**src/rtl/nw_seq_scheduler.sv**
```systemverilog
// Read scheduler for the Needleman-Wunsch sequence RAMs.
// The fill scan walks (i,j) in row-major order and presents each character
// pair over valid/ready. While idle it serves single traceback pair reads.
module nw_seq_scheduler #(
  parameter int N    = 128,
  parameter int M    = 128,
  parameter int BitA = $clog2(N),
  parameter int BitB = $clog2(M)
) (
  input  logic            clk,
  input  logic            rst,
  input  logic            start,
  output logic            busy,
  output logic            done,
  output logic [BitA-1:0] addr_a,
  output logic            en_a,
  input  logic [8:0]      dout_a,
  output logic [BitB-1:0] addr_b,
  output logic            en_b,
  input  logic [8:0]      dout_b,
  output logic            pair_valid,
  input  logic            pair_ready,
  output logic [BitA-1:0] pair_i,
  output logic [BitB-1:0] pair_j,
  output logic [8:0]      char_a,
  output logic [8:0]      char_b,
  input  logic            tb_req,
  input  logic [BitA-1:0] tb_i,
  input  logic [BitB-1:0] tb_j,
  output logic            tb_ack
);

  typedef enum logic [2:0] {
    S_IDLE,
    S_ISSUE,
    S_CAPTURE,
    S_PRESENT,
    S_DONE,
    S_TB_ISSUE,
    S_TB_CAPTURE,
    S_TB_ACK
  } state_t;

  localparam logic [BitA-1:0] LAST_I = BitA'(N - 1);
  localparam logic [BitB-1:0] LAST_J = BitB'(M - 1);

  state_t          r_state;
  logic [BitA-1:0] r_i;
  logic [BitB-1:0] r_j;
  logic [BitA-1:0] r_addr_a;
  logic [BitB-1:0] r_addr_b;
  logic            r_en;
  logic            r_busy;
  logic            r_done;
  logic            r_pair_valid;
  logic [BitA-1:0] r_pair_i;
  logic [BitB-1:0] r_pair_j;
  logic [8:0]      r_char_a;
  logic [8:0]      r_char_b;
  logic            r_tb_ack;

  // Outputs are registered and loaded together with the transition into the
  // state that owns them, so they are valid for exactly that state's cycles.
  // The traceback address is latched straight into the RAM address registers.
  always_ff @(posedge clk) begin
    if (!rst) begin
      r_state      <= S_IDLE;
      r_i          <= '0;
      r_j          <= '0;
      r_addr_a     <= '0;
      r_addr_b     <= '0;
      r_en         <= 1'b0;
      r_busy       <= 1'b0;
      r_done       <= 1'b0;
      r_pair_valid <= 1'b0;
      r_pair_i     <= '0;
      r_pair_j     <= '0;
      r_char_a     <= '0;
      r_char_b     <= '0;
      r_tb_ack     <= 1'b0;
    end else begin
      r_en         <= 1'b0;
      r_addr_a     <= '0;
      r_addr_b     <= '0;
      r_done       <= 1'b0;
      r_pair_valid <= 1'b0;
      r_pair_i     <= '0;
      r_pair_j     <= '0;
      r_tb_ack     <= 1'b0;
      case (r_state)
        S_IDLE: begin
          if (start) begin
            r_i     <= '0;
            r_j     <= '0;
            r_en    <= 1'b1;
            r_busy  <= 1'b1;
            r_state <= S_ISSUE;
          end else if (tb_req) begin
            r_addr_a <= tb_i;
            r_addr_b <= tb_j;
            r_en     <= 1'b1;
            r_state  <= S_TB_ISSUE;
          end
        end
        S_ISSUE: r_state <= S_CAPTURE;
        S_CAPTURE: begin
          r_char_a     <= dout_a;
          r_char_b     <= dout_b;
          r_pair_valid <= 1'b1;
          r_pair_i     <= r_i;
          r_pair_j     <= r_j;
          r_state      <= S_PRESENT;
        end
        S_PRESENT: begin
          if (!pair_ready) begin
            r_pair_valid <= 1'b1;
            r_pair_i     <= r_i;
            r_pair_j     <= r_j;
          end else if (r_i == LAST_I && r_j == LAST_J) begin
            r_done  <= 1'b1;
            r_state <= S_DONE;
          end else if (r_j == LAST_J) begin
            r_i      <= r_i + 1'b1;
            r_j      <= '0;
            r_addr_a <= r_i + 1'b1;
            r_en     <= 1'b1;
            r_state  <= S_ISSUE;
          end else begin
            r_j      <= r_j + 1'b1;
            r_addr_a <= r_i;
            r_addr_b <= r_j + 1'b1;
            r_en     <= 1'b1;
            r_state  <= S_ISSUE;
          end
        end
        S_DONE: begin
          r_busy  <= 1'b0;
          r_state <= S_IDLE;
        end
        S_TB_ISSUE: r_state <= S_TB_CAPTURE;
        S_TB_CAPTURE: begin
          r_char_a <= dout_a;
          r_char_b <= dout_b;
          r_tb_ack <= 1'b1;
          r_state  <= S_TB_ACK;
        end
        S_TB_ACK: r_state <= S_IDLE;
        default: r_state <= S_IDLE;
      endcase
    end
  end

  assign busy       = r_busy;
  assign done       = r_done;
  assign addr_a     = r_addr_a;
  assign addr_b     = r_addr_b;
  assign en_a       = r_en;
  assign en_b       = r_en;
  assign pair_valid = r_pair_valid;
  assign pair_i     = r_pair_i;
  assign pair_j     = r_pair_j;
  assign char_a     = r_char_a;
  assign char_b     = r_char_b;
  assign tb_ack     = r_tb_ack;

endmodule

```
**config.mk**
```make
export PLATFORM = sky130hd
export DESIGN_NAME = nw_seq_scheduler
export DESIGN_NICKNAME = d
export VERILOG_FILES = /design/src/rtl/nw_seq_scheduler.sv
export SDC_FILE = /design/constraint.sdc
export NUM_CORES = 1
export LEC_CHECK = 0
export CORE_MARGIN = 2
export CORE_UTILIZATION = 30
export DETAILED_ROUTE_END_ITERATION = 8
export PLACE_DENSITY_LB_ADDON = 0.08
export SYNTH_ARGS = -nofsm -noshare
export SYNTH_HDL_FRONTEND = slang
export SYNTH_SLANG_ARGS = --single-unit
```
**constraint.sdc**
```tcl
create_clock -name clk -period 5.9 [get_ports clk]
set_clock_uncertainty 0.2 [all_clocks]
set_input_delay 1.18 -clock clk [delete_from_list [all_inputs] [get_ports clk]]
set_output_delay 1.18 -clock clk [all_outputs]
set_load 0.005 [all_outputs]
```
==> run_results.csv <==
group,metric,value,unit
floorplanning,dieArea,9920,um2
global_routing,grt_remaining_overflow,0,
synthesis,synth_top_area_share,0.497,
floorplanning,ioPinCount,89,
timing,finalSetupTns,0,ns
floorplanning,core,8810,um2
synthesis,yosysUniqueCellTypes,50,
pwr,power.density,291,nW/um2
floorplanning,start_util,0.311,
synthesis,synthTopCellsByArea,"dfxtp_1, nand2_1, a21oi_1",
pwr,switchingPower,0.000289,W
clock_network,cts_num_sinks,68,
synthesis,yosysMostFrequentCell,"dfxtp_1",
timing,worstMarginPinSlew,1.00,ns
worst_setup_path,crit_required,5.96,ns
finish,drive_gt1_frac,0.0576,
synthesis,async_flop_share,0,
finish,nets,433,
timing,slew_viol_final,0,
synthesis,synth_fp_nets,354,
finish,register_area,1360,um2
timing,max-slew-margin-rel,0.331,
floorplanning,fp.dieW,99.6,um
timing,rsz0062_at_grt,"false",
finish,synthToLayoutAreaGrowth,43.0,%
synthesis,ys_seq_elements,68,
clock_network,cts_resized,0,
clock_network,numCtsBuffers,9,
worst_setup_path,startpoint_type,"input pin",
worst_setup_path,regToRegSetupSlack,3.21,ns
job,drv_cap,0,
worst_setup_path,r2r_end,"r_i[3]",
routing,drc_errors,0,
clock_network,ctsRootBufferMaster,"clkbuf_8",
worst_setup_path,max_stage_delay,0.78,ns
worst_hold_path,hold_class,"register to register",
finish,diodes,0,
global_routing,grt_pass1_vias,2182,
clock_network,cts.path.max_buffers,2,
worst_setup_path,endpoint,"addr_a[6]",
global_routing,grt_usage,0.148,
timing,max_clock_freq,303,MHz
timing,setup_viol,0,
synthesis,synthTopCellsByCount,"dfxtp_1, nand2_1, a21oi_1, and2_1",
finish,nFillCells,850,
timing,fin_crit,3.30,ns
floorplanning,die_y,99.6,um
clock_network,cts_tree,"done",
pwr,seqPwrFrac,0.443,
pwr,comb_power_share,0.144,
clock_network,clk_pin_slew,0.08,ns
synthesis,synth_warnings,0,
routing,vias,2477,
routing,drt_wl_total,7.41,mm
pwr,internal_power,0.000851,W
global_routing,grt_pass1_wl,11.5,mm
status,status,"complete, no violations",
timing,hold_viol_final,0,
floorplanning,num_rows,34,
synthesis,synth-main-ff-cell,"dfxtp_1",
pwr,switching_share,0.254,
worst_setup_path,critPathArrivalTime,3.36,ns
routing,vias_per_cell,4.89,
clock_network,cts-hold-fix-buffers,0,
placement,place.gp.congestion,0.783,
worst_setup_path,worstPathCellList,"clkdlybuf4s50_1, clkinv_1, or4_1, nor2b_1, o2bb2ai_1",
synthesis,avgSynthCellArea,8.70,um2
global_routing,antenna_found_initial,0,
worst_setup_path,ff2ff_path_depth,5,
routing,antenna_left,0,
synthesis,synth_largest_area_cell,"dfxtp_1",
routing,wl_per_cell,14.6,um
worst_setup_path,end_kind,"register",
timing,fin_crit_sh,0.559,
worst_setup_path,path_max_fanout,13,
synthesis,netlist_area,2740,um2
placement,port_buffers,88,
routing,drtIter0Drc,134,
worst_setup_path,crit_slowest_cell,"clkdlybuf4s50_1",
synthesis,ys_seq_area_frac,0.497,
worst_setup_path,cp-startpoint,"rst",
global_routing,grt_max_degree,27,
placement,dp_hpwl,5.24,mm
clock_network,htreeDepth,3,
worst_setup_path,critPathKind,"input pin to register",
routing,drt_first_pass_iters,4,
synthesis,synth-edff-count,0,
finish,multi_input_comb_area,1250,um2
synthesis,synthCells,315,
pwr,p_leak,1.35,nW
clock_network,post-cts-setup-buffer-count,0,
clock_network,clkLatencyLatePin,0.34,ns
pwr,clock_power_share,0.413,
pwr,ir_drop,185,uV
worst_setup_path,r2r_start,"r_j[0]",
timing,holdWs,0.255,ns
==> layout by cell type (no fill, tap or decap), types with 2 or more instances in the layout <==
cell	synthesis	final
nor3_1	8	8
a21oi_1	32	32
nand3_1	8	8
ha_1	2	2
a22oi_1	4	4
clkdlybuf4s50_1	0	88
o21a_1	4	4
buf_4	1	2
nand2b_1	3	3
a21boi_0	2	2
or4_1	2	2
inv_1	7	7
dfxtp_1	68	68
bufinv_16	0	3
and3_1	4	4
and2_1	17	17
clkbuf_8	0	9
o22ai_1	3	3
nor4_1	3	3
nor2b_1	4	4
nand2_1	52	52
xnor2_1	6	6
a31oi_1	2	2
o211ai_1	3	3
nand4_1	2	2
a211oi_1	5	5
clkinv_4	0	2
nor2_1	12	12
and3b_1	2	2
o2bb2ai_1	5	5
a41oi_1	2	2
o21ai_0	12	12
==> cells by family after synthesis <==
logic type / Yosys count / synth area share
AOI/OAI and AO/OA: 86 / 0.203
adders and majority gates: 2 / 0.00913
and+or+nand+nor: 122 / 0.222
DFF: 68 / 0.497
buffers and inverters: 30 / 0.0470
xor gates and xnor gates: 7 / 0.0224
==> state kept, by name, summed over array words and instances (netlist names) <==
| signal | flops |
|---|---|
| r_state | 3 |
| addr_b | 7 |
| addr_a | 7 |
| done | 1 |
| pair_i | 7 |
| tb_ack | 1 |
| char_b | 9 |
| r_i | 7 |
| busy | 1 |
| en_a | 1 |
| r_j | 7 |
| char_a | 9 |
| pair_valid | 1 |
| pair_j | 7 |
==> worst max-delay path, delay by kind of cell <==
| kind | cells | cell delay (ns) |
|---|---|---|
| buf+inv | 2 | 0.94 |
| compound gates | 1 | 0.15 |
| simple gates | 2 | 1.09 |
==> per-layer routing <==
layer,up-vias,share of wire,GRT usage
met5,-,0,0
met4,0,0.016,0.0601
met3,10,0.057,0.0358
met2,72,0.44,0.211
met1,1124,0.49,0.214
li1,1271,-,-
==> power groups by stage <==
stage / combinational [W] / sequential, W / clock, W
finish: 0.000164 / 0.000505 / 0.000471
global route: 0.000182 / 0.000509 / 0.000505
CTS: 0.000167 / 0.000504 / 0.000483
detailed placement: 0.000166 / 0.000516 / 0
global placement: 0.000165 / 0.000514 / 0
floorplan: 0.0000903 / 0.000506 / 0
==> through the flow <==
stage	instance area [um2]	power, W	setup slack [ns]	utilization	instances
finish	3920	0.00114	2.60	0.445	507
detailed placement	3670	0.000682	2.25	0.417	491
floorplan	2740	0.000596	3.31	-	315
global placement	3670	0.000680	2.32	0.417	491
CTS	3920	0.00115	2.60	0.445	507
global route	3920	0.00120	2.44	0.445	507
==> how the worst min path moves through the flow <==
stage / cells after the start / slack (ns) / start / end
5_1_grt: 2 / 0.27 / char_b[1] / char_b[1]
6_report: 2 / 0.25 / char_b[8] / char_b[8]
3_3_place_gp: 2 / 0.24 / char_b[8] / char_b[8]
2_1_floorplan: 2 / 0.25 / r_j[1] / r_j[1]
4_1_cts: 2 / 0.26 / char_b[3] / char_b[3]
3_5_place_dp: 2 / 0.25 / char_b[3] / char_b[3]
==> cell type report <==
cell class	instances	share of cell area
clock buffer	9	0.0316
clock inverter	7	0.0316
timing repair buffer	90	0.228
inverter	8	0.00766
tap	108	0.0345
sequential	68	0.347
multi-input combinational	217	0.319
Power figures use the tool's default switching activity.
